===== config.mk =====
export PLATFORM = sky130hd
export DESIGN_NAME = decoder_pipe
export DESIGN_NICKNAME = d
export VERILOG_FILES = /design/src/rtl/decoder_pipe.sv
export SDC_FILE = /design/constraint.sdc
export NUM_CORES = 1
export LEC_CHECK = 0
export ABC_AREA = 1
export BUFFER_PORTS_ARGS = -buffer_cell sky130_fd_sc_hd__buf_2
export CAP_MARGIN = 20
export CORE_MARGIN = 10
export CORE_UTILIZATION = 66
export CTS_BUF_LIST = sky130_fd_sc_hd__clkbuf_4 sky130_fd_sc_hd__clkbuf_8
export CTS_CLUSTER_SIZE = 12
export DETAILED_ROUTE_END_ITERATION = 8
export PLACE_DENSITY = 0.88
export SLEW_MARGIN = 10
export SYNTH_ARGS = -nofsm -noshare
export SYNTH_HDL_FRONTEND = slang
export SYNTH_SLANG_ARGS = --single-unit

===== constraint.sdc =====
create_clock -name dp_clk -period 11.8 [get_ports dp_clk]
set_input_delay 2.36 -clock dp_clk [delete_from_list [all_inputs] [get_ports dp_clk]]
set_output_delay 2.36 -clock dp_clk [all_outputs]
set_load 0.01 [all_outputs]

===== src/rtl/decoder_pipe.sv =====
// decoder_pipe: RV32 instruction decoder feeding a DEPTH-entry circular queue
// of fully decoded records; every record output comes from the queue head.
// Optional feature macro: DECODER_M_EXT_EN (decode R-type funct7=0000001 as an
// M-extension op instead of flagging it illegal).
//
// One-hot layouts:
//   alu       : 0 ADD 1 SUB 2 SLT 3 SLTU 4 XOR 5 OR 6 AND 7 SLL 8 SRL 9 SRA
//               10 EQ 11 NEQ 12 GE 13 GEU   (BLT uses SLT, BLTU uses SLTU)
//   opcode    : 0 RTYPE 1 ITYPE 2 LOAD 3 STORE 4 BRANCH 5 JAL 6 JALR 7 LUI
//               8 AUIPC 9 SYSTEM 10 FENCE
//   exception : 0 ILLEGAL 1 ECALL 2 EBREAK 3 MRET
//
// Handshake: an input beat transfers on a clock edge where dp_i_valid and
// dp_o_ready are both high; the head transfers where dp_o_valid and dp_i_ready
// are both high. dp_o_ready and dp_o_valid depend only on registered
// occupancy, and the head record stays stable until it transfers.

`ifndef ALU_WIDTH
`define ALU_WIDTH 14
`endif
`ifndef OPCODE_WIDTH
`define OPCODE_WIDTH 11
`endif
`ifndef EXCEPTION_WIDTH
`define EXCEPTION_WIDTH 4
`endif

module decoder_pipe #(
    parameter int XLEN   = 32,
    parameter int AWIDTH = 5,
    parameter int DEPTH  = 4
) (
    input  logic                        dp_clk,
    input  logic                        dp_rst,
    input  logic                        dp_i_valid,
    output logic                        dp_o_ready,
    input  logic [31:0]                 dp_i_instr,
    input  logic [XLEN-1:0]             dp_i_pc,
    output logic                        dp_o_valid,
    input  logic                        dp_i_ready,
    input  logic                        dp_i_flush,
    output logic [XLEN-1:0]             dp_o_pc,
    output logic [AWIDTH-1:0]           dp_o_addr_rs1,
    output logic [AWIDTH-1:0]           dp_o_addr_rs2,
    output logic [AWIDTH-1:0]           dp_o_addr_rd,
    output logic [XLEN-1:0]             dp_o_imm,
    output logic [2:0]                  dp_o_funct3,
    output logic [`ALU_WIDTH-1:0]       dp_o_alu,
    output logic [`OPCODE_WIDTH-1:0]    dp_o_opcode,
    output logic [`EXCEPTION_WIDTH-1:0] dp_o_exception,
    output logic                        dp_o_muldiv,
    output logic [$clog2(DEPTH):0]      dp_o_count
);

    localparam int PW = $clog2(DEPTH);
    localparam logic [PW:0] DEPTH_C = DEPTH[PW:0];

    localparam int ALU_ADD = 0, ALU_SUB = 1, ALU_SLT = 2, ALU_SLTU = 3, ALU_XOR = 4;
    localparam int ALU_OR = 5, ALU_AND = 6, ALU_SLL = 7, ALU_SRL = 8, ALU_SRA = 9;
    localparam int ALU_EQ = 10, ALU_NEQ = 11, ALU_GE = 12, ALU_GEU = 13;

    localparam int OPC_R = 0, OPC_I = 1, OPC_LOAD = 2, OPC_STORE = 3, OPC_BRANCH = 4;
    localparam int OPC_JAL = 5, OPC_JALR = 6, OPC_LUI = 7, OPC_AUIPC = 8;
    localparam int OPC_SYSTEM = 9, OPC_FENCE = 10;

    localparam int EXC_ILLEGAL = 0, EXC_ECALL = 1, EXC_EBREAK = 2, EXC_MRET = 3;

    typedef struct packed {
        logic [XLEN-1:0]             pc;
        logic [AWIDTH-1:0]           rs1;
        logic [AWIDTH-1:0]           rs2;
        logic [AWIDTH-1:0]           rd;
        logic [XLEN-1:0]             imm;
        logic [2:0]                  funct3;
        logic [`ALU_WIDTH-1:0]       alu;
        logic [`OPCODE_WIDTH-1:0]    opcode;
        logic [`EXCEPTION_WIDTH-1:0] exception;
        logic                        muldiv;
    } rec_t;

    rec_t              dec;
    rec_t              head;
    rec_t              mem [DEPTH];
    logic [PW-1:0]     wr_ptr;
    logic [PW-1:0]     rd_ptr;
    logic [PW:0]       count;
    logic              push;
    logic              pop;

    logic [6:0]        opc;
    logic [2:0]        f3;
    logic [6:0]        f7;
    logic [XLEN-1:0]   imm_i, imm_s, imm_b, imm_u, imm_j, imm_z;

    assign opc = dp_i_instr[6:0];
    assign f3  = dp_i_instr[14:12];
    assign f7  = dp_i_instr[31:25];

    // Raw immediates are assembled at 32 bits, then sign- or zero-extended to XLEN.
    assign imm_i = XLEN'($signed(dp_i_instr[31:20]));
    assign imm_s = XLEN'($signed({dp_i_instr[31:25], dp_i_instr[11:7]}));
    assign imm_b = XLEN'($signed({dp_i_instr[31], dp_i_instr[7], dp_i_instr[30:25],
                                  dp_i_instr[11:8], 1'b0}));
    assign imm_u = XLEN'($signed({dp_i_instr[31:12], 12'h000}));
    assign imm_j = XLEN'($signed({dp_i_instr[31], dp_i_instr[19:12], dp_i_instr[20],
                                  dp_i_instr[30:21], 1'b0}));
    assign imm_z = XLEN'(dp_i_instr[31:20]);

    // Arithmetic ALU select; SUB only when the caller allows it (R-type).
    function automatic logic [`ALU_WIDTH-1:0] alu_arith(input logic [2:0] fn,
                                                        input logic use_sub,
                                                        input logic use_sra);
        logic [`ALU_WIDTH-1:0] a;
        a = '0;
        case (fn)
            3'b000:  a[use_sub ? ALU_SUB : ALU_ADD] = 1'b1;
            3'b001:  a[ALU_SLL] = 1'b1;
            3'b010:  a[ALU_SLT] = 1'b1;
            3'b011:  a[ALU_SLTU] = 1'b1;
            3'b100:  a[ALU_XOR] = 1'b1;
            3'b101:  a[use_sra ? ALU_SRA : ALU_SRL] = 1'b1;
            3'b110:  a[ALU_OR] = 1'b1;
            default: a[ALU_AND] = 1'b1;
        endcase
        return a;
    endfunction

    // Branch comparison select; reserved funct3 values 010/011 select nothing.
    function automatic logic [`ALU_WIDTH-1:0] alu_branch(input logic [2:0] fn);
        logic [`ALU_WIDTH-1:0] a;
        a = '0;
        case (fn)
            3'b000:  a[ALU_EQ] = 1'b1;
            3'b001:  a[ALU_NEQ] = 1'b1;
            3'b100:  a[ALU_SLT] = 1'b1;
            3'b101:  a[ALU_GE] = 1'b1;
            3'b110:  a[ALU_SLTU] = 1'b1;
            3'b111:  a[ALU_GEU] = 1'b1;
            default: a = '0;
        endcase
        return a;
    endfunction

    // Combinational decode of the incoming instruction into a full record.
    always_comb begin
        dec        = '0;
        dec.pc     = dp_i_pc;
        dec.alu    = '0;
        dec.alu[ALU_ADD] = 1'b1;
        case (opc)
            7'b0110011: begin
                dec.rs1    = AWIDTH'(dp_i_instr[19:15]);
                dec.rs2    = AWIDTH'(dp_i_instr[24:20]);
                dec.rd     = AWIDTH'(dp_i_instr[11:7]);
                dec.funct3 = f3;
                dec.opcode[OPC_R] = 1'b1;
                dec.alu    = alu_arith(f3, dp_i_instr[30], dp_i_instr[30]);
                if (f7 == 7'b0000001) begin
`ifdef DECODER_M_EXT_EN
                    dec.muldiv = 1'b1;
                    dec.alu    = '0;
`else
                    dec.exception[EXC_ILLEGAL] = 1'b1;
`endif
                end else if (f7 != 7'b0000000 && f7 != 7'b0100000) begin
                    dec.exception[EXC_ILLEGAL] = 1'b1;
                end
            end
            7'b0010011: begin
                dec.rs1    = AWIDTH'(dp_i_instr[19:15]);
                dec.rd     = AWIDTH'(dp_i_instr[11:7]);
                dec.funct3 = f3;
                dec.imm    = imm_i;
                dec.opcode[OPC_I] = 1'b1;
                dec.alu    = alu_arith(f3, 1'b0, dp_i_instr[30]);
                if ((f3 == 3'b001 || f3 == 3'b101) && dp_i_instr[25])
                    dec.exception[EXC_ILLEGAL] = 1'b1;
            end
            7'b0000011, 7'b1100111: begin
                dec.rs1    = AWIDTH'(dp_i_instr[19:15]);
                dec.rd     = AWIDTH'(dp_i_instr[11:7]);
                dec.funct3 = f3;
                dec.imm    = imm_i;
                dec.opcode[(opc == 7'b0000011) ? OPC_LOAD : OPC_JALR] = 1'b1;
            end
            7'b0100011: begin
                dec.rs1    = AWIDTH'(dp_i_instr[19:15]);
                dec.rs2    = AWIDTH'(dp_i_instr[24:20]);
                dec.funct3 = f3;
                dec.imm    = imm_s;
                dec.opcode[OPC_STORE] = 1'b1;
            end
            7'b1100011: begin
                dec.rs1    = AWIDTH'(dp_i_instr[19:15]);
                dec.rs2    = AWIDTH'(dp_i_instr[24:20]);
                dec.funct3 = f3;
                dec.imm    = imm_b;
                dec.opcode[OPC_BRANCH] = 1'b1;
                dec.alu    = alu_branch(f3);
            end
            7'b1101111: begin
                dec.rd  = AWIDTH'(dp_i_instr[11:7]);
                dec.imm = imm_j;
                dec.opcode[OPC_JAL] = 1'b1;
            end
            7'b0110111, 7'b0010111: begin
                dec.rd  = AWIDTH'(dp_i_instr[11:7]);
                dec.imm = imm_u;
                dec.opcode[(opc == 7'b0110111) ? OPC_LUI : OPC_AUIPC] = 1'b1;
            end
            7'b1110011, 7'b0001111: begin
                dec.rs1    = AWIDTH'(dp_i_instr[19:15]);
                dec.rd     = AWIDTH'(dp_i_instr[11:7]);
                dec.funct3 = f3;
                dec.imm    = imm_z;
                dec.opcode[(opc == 7'b1110011) ? OPC_SYSTEM : OPC_FENCE] = 1'b1;
                if (opc == 7'b1110011 && f3 == 3'b000) begin
                    case (dp_i_instr[31:20])
                        12'h000: dec.exception[EXC_ECALL]   = 1'b1;
                        12'h001: dec.exception[EXC_EBREAK]  = 1'b1;
                        12'h302: dec.exception[EXC_MRET]    = 1'b1;
                        default: dec.exception[EXC_ILLEGAL] = 1'b1;
                    endcase
                end
            end
            default: dec.exception[EXC_ILLEGAL] = 1'b1;
        endcase
        // An illegal instruction is queued but carries no instruction class.
        if (dec.exception[EXC_ILLEGAL])
            dec.opcode = '0;
    end

    assign dp_o_ready = (count < DEPTH_C);
    assign dp_o_valid = (count != '0);
    assign push       = dp_i_valid && dp_o_ready;
    assign pop        = dp_o_valid && dp_i_ready;
    assign dp_o_count = count;

    // Record storage; only pointers and occupancy need reset since the head is gated.
    always_ff @(posedge dp_clk) begin
        if (push)
            mem[wr_ptr] <= dec;
    end

    // Pointer and occupancy update; flush overrides any same-cycle push or pop.
    always_ff @(posedge dp_clk or negedge dp_rst) begin
        if (!dp_rst) begin
            wr_ptr <= '0;
            rd_ptr <= '0;
            count  <= '0;
        end else if (dp_i_flush) begin
            wr_ptr <= '0;
            rd_ptr <= '0;
            count  <= '0;
        end else begin
            if (push)
                wr_ptr <= wr_ptr + 1'b1;
            if (pop)
                rd_ptr <= rd_ptr + 1'b1;
            case ({push, pop})
                2'b10:   count <= count + 1'b1;
                2'b01:   count <= count - 1'b1;
                default: count <= count;
            endcase
        end
    end

    assign head           = dp_o_valid ? mem[rd_ptr] : '0;
    assign dp_o_pc        = head.pc;
    assign dp_o_addr_rs1  = head.rs1;
    assign dp_o_addr_rs2  = head.rs2;
    assign dp_o_addr_rd   = head.rd;
    assign dp_o_imm       = head.imm;
    assign dp_o_funct3    = head.funct3;
    assign dp_o_alu       = head.alu;
    assign dp_o_opcode    = head.opcode;
    assign dp_o_exception = head.exception;
    assign dp_o_muldiv    = head.muldiv;

endmodule


# == After elaboration in Yosys (flattened, before gate mapping) ==
# Memories as Yosys holds them, arrays and structs flattened.
# Cells that the tools add are included.
# totals
input_bits,69
romBits,0
ramBits,444
memories,1
out_inout_bits,117
latchBits,0
register_bits,7
# classes
bitwise_logic,0
n_eq_ne,24
muxes,71
reduce_logical,29
add_sub_neg,4
magnitude_cmp,11
shifts,0
multipliers,0
div,0
# memory_table
memory,words,width,rd,rd_ports_with_merged_regs,wr,line_no,source
mem,4,111,1,0,1,83,rec_t mem [DEPTH];
# op_table
operator,count
$pmux 32 s6,1
$mux 112,1
$pmux 14 s3,1
$eq 7x7->1 const B,4
$pmux 1 s4,6
$mux 1,23
$eq 7x6->1 const B,3
$pmux 1 s3,7
$demux 1 s4,5
$lt 4x5->1 const B,3
$mux 5,3
$pmux 5 s3,1
$eq 7x5->1 const B,2
$pmux 1 s2,7
$eq 12x1->1 const B,1
$eq 12x10->1 const B,1
$eq 3x3->1 const B,4
$ge 4x1->1 const B,3
$logic_not 12->1,1
$mux 3,4
$pmux 6 s2,1
$mux 11,1
$logic_and 1x1->1,10
$mux 2,5
other kinds (32),41

# == Logic depth before layout (Yosys ltp) ==
# Gate-level depths: netlist of run 1.
# depth
ltp_word,8
ltp_mapped,10
depth_no_buf,10

# == Worst setup path before layout of run 1 ==
# OpenSTA, ideal clock, no wires.
# synth_timing
path_kind,input-to-reg
from,input port dp_i_valid
to,memory mem[0][0] (netlist name) (enable)
required_time_ns,11.217
arrival_time_ns,7.141
cell_stages,2
setup_time_ns,0.583
path_buffers,0
slack_ns,4.076
cell_sequence,nand2_1 -> nor2_1
# synth_between
elab_chain_cells,3
# synth_lines
element,line_no,source
start: declaration,35,"input logic dp_i_valid,"
$logic_and 1x1->1,235,assign push = dp_i_valid && dp_o_ready;
$mux 1,241,if (push)
$mux 1 (implied by the code),242,mem[wr_ptr] <= dec;
end: declaration,83,
# Every way passes these cells.

# == Worst setup path after layout of run 1 ==
# layout_timing
from,register rd_ptr[0]
to,output port dp_o_imm[19]
# layout_between
elab_chain_cells,2
# layout_lines
element,line_no,source
start: declaration,85,logic [PW-1:0] rd_ptr;
start signal: assignment,259,rd_ptr <= rd_ptr + 1'b1;
$mem_v2 4x111,-,
$mux 112,268,assign head = dp_o_valid ? mem[rd_ptr] : '0;
end: declaration,46,"output logic [XLEN-1:0] dp_o_imm,"
# Every way passes these cells.

==> results of run 1 <==
-- worst paths after layout --
kind                                     from            end  slack [ns]
worst max-delay path                rd_ptr[0]   dp_o_imm[19]        5.42
worst min-delay path            dp_o_count[2]  dp_o_count[2]        0.55
worst max register to register  dp_o_count[2]     mem[2][40]        8.79
worst min register to register  dp_o_count[2]  dp_o_count[2]        0.55
max in group asynchronous              dp_rst      rd_ptr[1]       10.00
min in group asynchronous              dp_rst  dp_o_count[2]        1.60
-- layout by cell type (no fill, tap or decap), types with 2 or more instances in the layout --
cell type,n
inv_2,7
dfrtp_1,5
inv_1,44
diode_2,5
nor2_1,484
buf_2,184
o21ai_1,11
nor3_4,2
o41ai_1,2
nand2_1,89
clkinv_2,7
edfxtp_1,444
nand3_1,13
nor2_4,5
nand2_4,3
clkbuf_4,21
o21ai_0,219
nor3_1,7
inv_6,4
nor2_2,3
clkinv_1,11
dfrtp_4,2
buf_4,14
a21oi_1,143
ha_1,4
clkinvlp_4,2
nor4_1,3
inv_4,3
nand4_1,3
clkbuf_8,71
nand3_2,4
a21boi_0,4
bufinv_16,2
nand2_2,9
-- report_power, final --
part	internal, mW	switching [mW]
registers	1.94	0.0780
clock network	0.674	0.582
logic	0.412	1.00
-- worst max-delay path, stage by stage, from the launching register on --
cell and delay [ns]:
dfrtp_4 0.74, inv_4 0.76, buf_4 0.90, o21ai_0 0.29, a21oi_1 0.35, buf_2 0.20
-- routing by layer --
layer | vias up | track usage | share of wire
met5 | - | 0 | 0.00095
met2 | 745 | 0.415 | 0.49
li1 | 6001 | - | -
met4 | 6 | 0.0919 | 0.026
met1 | 6275 | 0.315 | 0.38
met3 | 103 | 0.0552 | 0.10
-- cells by family after synthesis --
logic type | count (synthesis) | synth area share
and+or+nand+nor | 627 | 0.135
DFF | 451 | 0.721
AOI/OAI and AO/OA | 384 | 0.104
buffers and inverters | 148 | 0.0363
adders and majority gates | 5 | 0.00374
other | 1 | 0.000200
-- stage by stage --
step,cell area [sq um],setup WS [ns]
3_5_place_dp,19800,6.23
3_3_place_gp,19800,6.30
2_1_floorplan,18700,4.08
4_1_cts,21100,5.54
5_1_grt,21100,5.29
6_report,21200,5.42
-- registers in the layout (all words and copies together), names as in the netlist --
register,count
dp_o_count,3
wr_ptr,2
rd_ptr,2
mem,444
-- layout make-up --
| cell class | count | area [sq um] | share of cell area |
|---|---|---|---|
| antenna | 5 | 12.5 | 0.000592 |
| clock buffer | 92 | 1130 | 0.0537 |
| clock inverter | 27 | 198 | 0.00935 |
| inverter | 54 | 210 | 0.00994 |
| multi-input combinational | 1017 | 4580 | 0.217 |
| sequential | 451 | 13500 | 0.639 |
| tap | 378 | 473 | 0.0224 |
| timing repair buffer | 198 | 1030 | 0.0485 |
==> run metrics, run 1 <==
area grow syn2layout 12.9%; cell row count 61; routed length per instance 20.5 um; Max Fclk 157 MHz; Slew @ Worst Pin 1.11 ns; drt drc 0; post-synthesis register bit count 451; clock skew 0.0189 ns; core footprint 27900 sq um; Synth top area share 0.711; H-tree levels 3; vias in the first global route 13.0k; max-cap violations 0; Via density 5.91; pin count of the biggest net entering global routing 122; fill cell count 1743; IO Port Bufs 184; largest cells by area after synthesis edfxtp_1, nor2_1, o21ai_0; VDD IR max 232 uV; initial antenna violation count 6; Max Root-Sink Buffers 3; CP Class register to output port; worst hold slack 0.550 ns; crit path DAT 4.02 ns; Clk Latency, worst-skew pair 0.59 ns; outcome finished, final reports clean; worst hold path type register to register; # IOs 186; Initial DRC Count 1528; count leader, synth nor2_1; Yosys top cell by area edfxtp_1; # hold bufs at CTS 0; Post-Layout Cell Count 2222; Cells after Synth 1616; Primary FF master, synth edfxtp_1; Avg Cell Area, Syn 11.6 sq um; Static Leak 8.07 nW; worst path required time 9.44 ns; Slew HR 0.259; layout cell share with drive strength beyond 1 0.189; routability cong. 0.920; Post-synth EDFFs 444; Routed Antenna Nets 0; pwr dens 222 nW/um^2; library cells used by synthesis 37; CTS sink count 451; minimum clock period 6.38 ns; Pins Over Slew Limit 0; Worst setup EP type output port; Fin. Hold Viols 0; period utilization 0.541; TritonCTS Buffers 70; Min-Delay Path Depth 2; mapped cell area 18700 sq um; post_cts resized 0; Final Setup Violations 0; DP HPWL 26400 um; syn_nets 1690; total power 4.69 mW; root buffer cell clkbuf_8; area of the die 35500 sq um; RSZ-0062 raised after global routing false; crit-path max FO 121; clock slew at reported path FFs 0.06 ns; total track usage 0.249; final core utilization 0.757; type of origin of the critical path register; R2R depth 5; Seq/Total Area, Yosys 0.721; CTS tree yes; fin nets 1866; Die Height 189 um; Chip Width 189 um; Async S/R FF share, synth 0.0155; first-pass GRT wire length 70300 um; Via Count 13.1k; Initial Util 0.671; Synthesis Warnings 0; Placed Cells 2098; Post-synth top cells nor2_1, edfxtp_1, o21ai_0; TNS Setup 0 ns; Overflow after GRT 0; final WL 45500 um; Post CTS Setup Buffer Count 0; Detailed Routing Iterations Pass 1 6
(Power assumes the default switching activity.)
==> run 2, diff against run 1 <==
--- a/config.mk
+++ b/config.mk
@@ -9,11 +9,11 @@
 export BUFFER_PORTS_ARGS = -buffer_cell sky130_fd_sc_hd__buf_2
 export CAP_MARGIN = 20
 export CORE_MARGIN = 10
-export CORE_UTILIZATION = 66
+export CORE_UTILIZATION = 61
 export CTS_BUF_LIST = sky130_fd_sc_hd__clkbuf_4 sky130_fd_sc_hd__clkbuf_8
 export CTS_CLUSTER_SIZE = 12
 export DETAILED_ROUTE_END_ITERATION = 8
-export PLACE_DENSITY = 0.88
+export PLACE_DENSITY = 0.82
 export SLEW_MARGIN = 10
 export SYNTH_ARGS = -nofsm -noshare
 export SYNTH_HDL_FRONTEND = slang
==> constraint.sdc (replaced) <==
create_clock -name dp_clk -period 6.5 [get_ports dp_clk]
set_input_delay 1.3 -clock dp_clk [delete_from_list [all_inputs] [get_ports dp_clk]]
set_output_delay 1.3 -clock dp_clk [all_outputs]
set_load 0.01 [all_outputs]
==> run metrics, run 2 (synthesis gave the netlist of run 1 again) <==
outcome finished, final reports clean (unchanged); Static Leak 8.06 nW (was 8.07 nW); number of flip-flops in the largest register 444 (unchanged); CP Class register to output port (unchanged); final WL 44400 um (was 45500 um); layout cell share with drive strength beyond 1 0.188 (was 0.189); RSZ-0062 raised after global routing false (unchanged); Via density 5.70 (was 5.91); # hold bufs at CTS 0 (unchanged); routability cong. 0.858 (was 0.920); CP max-delay cell dfrtp_4 (was buf_4); worst path required time 5.20 ns (was 9.44 ns); H-tree levels 3 (unchanged); Via Count 12.8k (was 13.1k); Initial DRC Count 1318 (was 1528); period utilization 0.719; # IOs 186 (unchanged); TNS Setup 0 ns (unchanged); Overflow after GRT 0 (unchanged); TritonCTS Buffers 71 (was 70); post_cts resized 0 (unchanged); Post CTS Setup Buffer Count 0 (unchanged); initial antenna violation count 5 (was 6); vias in the first global route 12.6k (was 13.0k); Clk Latency, worst-skew pair 0.59 ns (about the same); Slew @ Worst Pin 1.11 ns (about the same); worst hold path type primary input to async pin (was register to register); Chip Width 195 um (was 189 um); Sw Pwr 2.99 mW (was 1.66 mW); pin count of the biggest net entering global routing 105 (was 122); drt drc 0 (unchanged); Fin. Hold Viols 0 (unchanged); crit-path max FO 93 (was 121); Max Fclk 214 MHz; crit path DAT 3.38 ns (was 4.02 ns); crit-path most repeated cell nor2_1; cell row count 64 (was 61); first-pass GRT wire length 68900 um (was 70300 um); most common cell after layout, fill and taps aside nor2_1 (unchanged); Die Height 195 um (was 189 um); Final Setup Violations 0 (unchanged); Initial Util 0.616 (was 0.671); max-cap violations 0 (unchanged); fin nets 1869 (was 1866); area of the die 38100 sq um (was 35500 sq um); minimum clock period 4.68 ns; pwr dens 398 nW/um^2 (was 222 nW/um^2); CTS sink count 451 (unchanged); DP HPWL 26500 um (was 26400 um); CTS tree yes (unchanged); Slew HR 0.261 (was 0.259); core footprint 30400 sq um (was 27900 sq um); Worst setup EP type output port (unchanged); sequential power share 0.433 (was 0.430); area grow syn2layout 13.1% (was 12.9%); Switching Fraction 0.354 (was 0.355); type of origin of the critical path register (unchanged); VDD IR max 311 uV (was 232 uV); Pins Over Slew Limit 0 (unchanged); crit-path cells buf_4 > nor2_1 > nor2_1 > o21ai_0 > a21oi_1 > buf_2 (was inv_4 > buf_4 > o21ai_0 > a21oi_1 > buf_2); IO Port Bufs 184 (unchanged); root buffer cell clkbuf_8 (unchanged); Clk pwr share 0.261 (was 0.268); Routed Antenna Nets 0 (unchanged); Comb pwr share 0.305 (was 0.302); clock slew at reported path FFs 0.06 ns (about the same); fill cell count 2121 (was 1743); total track usage 0.227 (was 0.249); Biggest register mem (unchanged); clock skew 0.0268 ns (was 0.0189 ns); Detailed Routing Iterations Pass 1 6 (unchanged); Worst path max stage delay 0.91 ns (was 0.90 ns); final core utilization 0.697 (was 0.757); Max Root-Sink Buffers 3 (unchanged); most frequent cells in the layout nor2_1, edfxtp_1, o21ai_0, buf_2, a21oi_1 (unchanged); routed length per instance 19.8 um (was 20.5 um); Pint 5.45 mW (was 3.02 mW)
==> run 2: changes by cell type in the layout (fill, tap and decap cells not counted), sizes merged <==
cell | previous run | this run
clkinv | 18 | 21
buf | 198 | 200
inv | 59 | 55
clkbuf | 92 | 97
bufinv | 2 | 0
clkinvlp | 2 | 4
==> run 2: path summary, 6_finish.rpt <==
kind	startpoint	end	slack, ns	cells past startpoint
hold reg to reg	dp_o_count[2]	dp_o_count[2]	0.55	2
hold / removal	dp_rst	dp_o_count[2]	0.53	1
setup / recovery	rd_ptr[0]	dp_o_imm[8]	1.82	6
max in group asynchronous	dp_rst	rd_ptr[0]	5.78	1
setup reg to reg	dp_o_count[2]	mem[0][55]	3.81	4
min in group dp_clk	dp_o_count[2]	dp_o_count[2]	0.55	2
==> run 2: per-stage QoR <==
stage | instance area [sq um] | std cells | worst slack [ns] | total power, mW | hold slack, ns
final | 21200 | 2246 | 1.82 | 8.43 | 0.535
after global placement | 19900 | 2117 | 2.55 | 6.25 | 0.528
after global routing | 21200 | 2241 | 1.66 | 8.91 | 0.531
after CTS | 21200 | 2240 | 1.87 | 8.50 | 0.519
after floorplan | 18700 | 1616 | -0.164 | 5.32 | 0.554
after detailed placement | 19900 | 2117 | 2.49 | 6.31 | 0.533
==> run 2: final cells by class <==
type,instances,area (sq um),share of cell area
multi-input cells,1017,4580,0.216
well taps,396,495,0.0234
flip-flops and latches,451,13500,0.638
diodes,5,12.5,0.000590
clock buffers,97,1180,0.0556
inverters,54,210,0.00992
repair buffers,200,1080,0.0509
clock inverters,26,121,0.00573
==> run 2: layer usage <==
metal / routed length, um / GRT usage / up-vias
li1: - / - / 6008
met1: 17400 / 0.295 / 6048
met2: 21200 / 0.363 / 657
met3: 4560 / 0.0577 / 92
met4: 1160 / 0.0817 / 4
met5: 30 / 0 / -
==> run 2: power by group through the flow <==
| stage | Combinational (mW) | Clock (mW) | Sequential [mW] |
|---|---|---|---|
| after floorplan | 1.64 | 0 | 3.68 |
| after global placement | 2.55 | 0 | 3.70 |
| after detailed placement | 2.60 | 0 | 3.71 |
| after CTS | 2.61 | 2.24 | 3.65 |
| after global routing | 2.85 | 2.38 | 3.68 |
| final | 2.58 | 2.20 | 3.65 |
==> run 2: critical path, delay by kind of cell, from the launching register on <==
| kind | cells | cell delay [ns] |
|---|---|---|
| AOI/OAI and AO/OA | 2 | 0.37 |
| DFF | 1 | 0.91 |
| buffers and inverters | 2 | 1.04 |
| and+or+nand+nor | 2 | 0.25 |
==> run 3, diff against run 2 <==
--- a/config.mk
+++ b/config.mk
@@ -9,11 +9,11 @@
 export BUFFER_PORTS_ARGS = -buffer_cell sky130_fd_sc_hd__buf_2
 export CAP_MARGIN = 20
 export CORE_MARGIN = 10
-export CORE_UTILIZATION = 61
+export CORE_UTILIZATION = 55
 export CTS_BUF_LIST = sky130_fd_sc_hd__clkbuf_4 sky130_fd_sc_hd__clkbuf_8
 export CTS_CLUSTER_SIZE = 12
 export DETAILED_ROUTE_END_ITERATION = 8
-export PLACE_DENSITY = 0.82
+export PLACE_DENSITY = 0.78
 export SLEW_MARGIN = 10
 export SYNTH_ARGS = -nofsm -noshare
 export SYNTH_HDL_FRONTEND = slang
==> constraint.sdc (replaced) <==
create_clock -name dp_clk -period 4.3 [get_ports dp_clk]
set_input_delay 0.86 -clock dp_clk [delete_from_list [all_inputs] [get_ports dp_clk]]
set_output_delay 0.86 -clock dp_clk [all_outputs]
set_load 0.01 [all_outputs]
==> run metrics, run 3 (synthesis gave the netlist of run 1 again) <==
post_cts resized 0 (unchanged); pwr dens 602 nW/um^2 (was 398 nW/um^2); Worst R2R Start dp_o_count[2] (unchanged); CTS sink count 451 (unchanged); Fin. Hold Viols 0 (unchanged); Overflow after GRT 0 (unchanged); Slew @ Worst Pin 1.06 ns (was 1.11 ns); initial antenna violation count 7 (was 5); Routed Antenna Nets 0 (unchanged); # hold bufs at CTS 0 (unchanged); IO Port Bufs 184 (unchanged); Post CTS Setup Buffer Count 0 (unchanged); first-pass GRT wire length 69900 um (was 68900 um); Max Root-Sink Buffers 3 (unchanged); pin count of the biggest net entering global routing 112 (was 105); Worst setup EP type output port (unchanged); core footprint 33600 sq um (was 30400 sq um); H-tree levels 3 (unchanged); area grow syn2layout 14.1% (was 13.1%); total track usage 0.214 (was 0.227); r2r setup slk 1.93 ns (was 3.81 ns); CTS tree yes (unchanged); root buffer cell clkbuf_8 (unchanged); Chip Width 205 um (was 195 um); drt drc 0 (unchanged); Static Leak 8.12 nW (was 8.06 nW); Biggest register mem (unchanged); most frequent cells in the layout nor2_1, edfxtp_1, o21ai_0, buf_2, a21oi_1 (unchanged); final worst slack 0.537 ns (was 1.82 ns); crit path DAT 2.90 ns (was 3.38 ns); clock slew at reported path FFs 0.06 ns (about the same); Clk Latency, worst-skew pair 0.59 ns (about the same); worst hold path type primary input to async pin (unchanged); vias in the first global route 12.7k (was 12.6k); Place WS 1.13 ns (was 2.49 ns); routability cong. 0.880 (was 0.858); VDD IR max 556 uV (was 311 uV); worst path required time 3.44 ns (was 5.20 ns); # IOs 186 (unchanged); RSZ-0062 raised after global routing false (unchanged); outcome finished, final reports clean (unchanged); Via Count 12.9k (was 12.8k); total power 12.9 mW (was 8.43 mW); Die Height 205 um (was 195 um); Pins Over Slew Limit 0 (unchanged); Max Fclk 266 MHz; Initial DRC Count 1192 (was 1318); crit-path max FO 59 (was 93); final WL 45600 um (was 44400 um); Slew HR 0.291 (was 0.261); area of the die 41900 sq um (was 38100 sq um); fin nets 1873 (was 1869); routed length per instance 19.8 um (about the same); Detailed Routing Iterations Pass 1 5 (was 6); TritonCTS Buffers 70 (was 71); DP HPWL 27600 um (was 26500 um); minimum clock period 3.76 ns; max-cap violations 0 (unchanged); Via density 5.58 (was 5.70); layout cell share with drive strength beyond 1 0.190 (was 0.188); clock skew 0.0225 ns (was 0.0268 ns); Initial Util 0.557 (was 0.616); worst r2r dst mem[0][60] (was mem[0][55]); R2R depth 4 (unchanged); cell row count 67 (was 64); period utilization 0.875; fill cell count 2551 (was 2121); CP Class register to output port (unchanged); number of flip-flops in the largest register 444 (unchanged); type of origin of the critical path register (unchanged); most common cell after layout, fill and taps aside nor2_1 (unchanged); Final Setup Violations 0 (unchanged)
run 3: where the power goes:
group	internal, mW	switching (mW)	leakage, nW
clock network	1.75	1.59	0.690
registers	5.31	0.164	4.14
logic	1.22	2.84	3.29
run 3: area by class of cell:
cell class | instances | area (sq um) | area share
repair buffers | 205 | 1200 | 0.0563
clock inverters | 30 | 138 | 0.00644
well taps | 448 | 561 | 0.0262
diodes | 4 | 10.0 | 0.000468
multi-input cells | 1017 | 4580 | 0.214
clock buffers | 93 | 1150 | 0.0540
inverters | 54 | 210 | 0.00983
flip-flops and latches | 451 | 13500 | 0.632
run 3: worst max-delay path by stage:
stage	start	to
6_report	rd_ptr[0]	dp_o_imm[8]
5_1_grt	rd_ptr[0]	dp_o_pc[16]
4_1_cts	rd_ptr[0]	dp_o_imm[8]
3_5_place_dp	rd_ptr[0]	dp_o_imm[8]
3_3_place_gp	rd_ptr[0]	dp_o_imm[8]
2_1_floorplan	dp_i_valid	mem[0][0]
run 3: critical path: stages (launching register included):
cell and delay [ns]:
dfrtp_4 0.69, inv_4 0.49, buf_4 0.44, o21ai_0 0.16
a21oi_1 0.28, buf_2 0.19
run 3: routing by layer:
metal,global-route usage,vias up,part of all wire
li1,-,6025,-
met1,0.274,6166,0.40
met2,0.353,578,0.49
met3,0.0498,78,0.090
met4,0.0693,6,0.019
met5,0,-,0.00077
run 3: metrics by stage:
| stage | utilization | cells | hold slack, ns | setup TNS (ns) | cell area [sq um] |
|---|---|---|---|---|---|
| after global placement | 0.597 | 2175 | 0.533 | 0 | 20100 |
| after floorplan | - | 1616 | 0.554 | -41.28 | 18800 |
| after detailed placement | 0.597 | 2175 | 0.542 | 0 | 20100 |
| after global routing | 0.636 | 2299 | 0.0966 | 0 | 21400 |
| final | 0.636 | 2302 | 0.118 | 0 | 21400 |
| after CTS | 0.636 | 2298 | 0.0874 | 0 | 21400 |
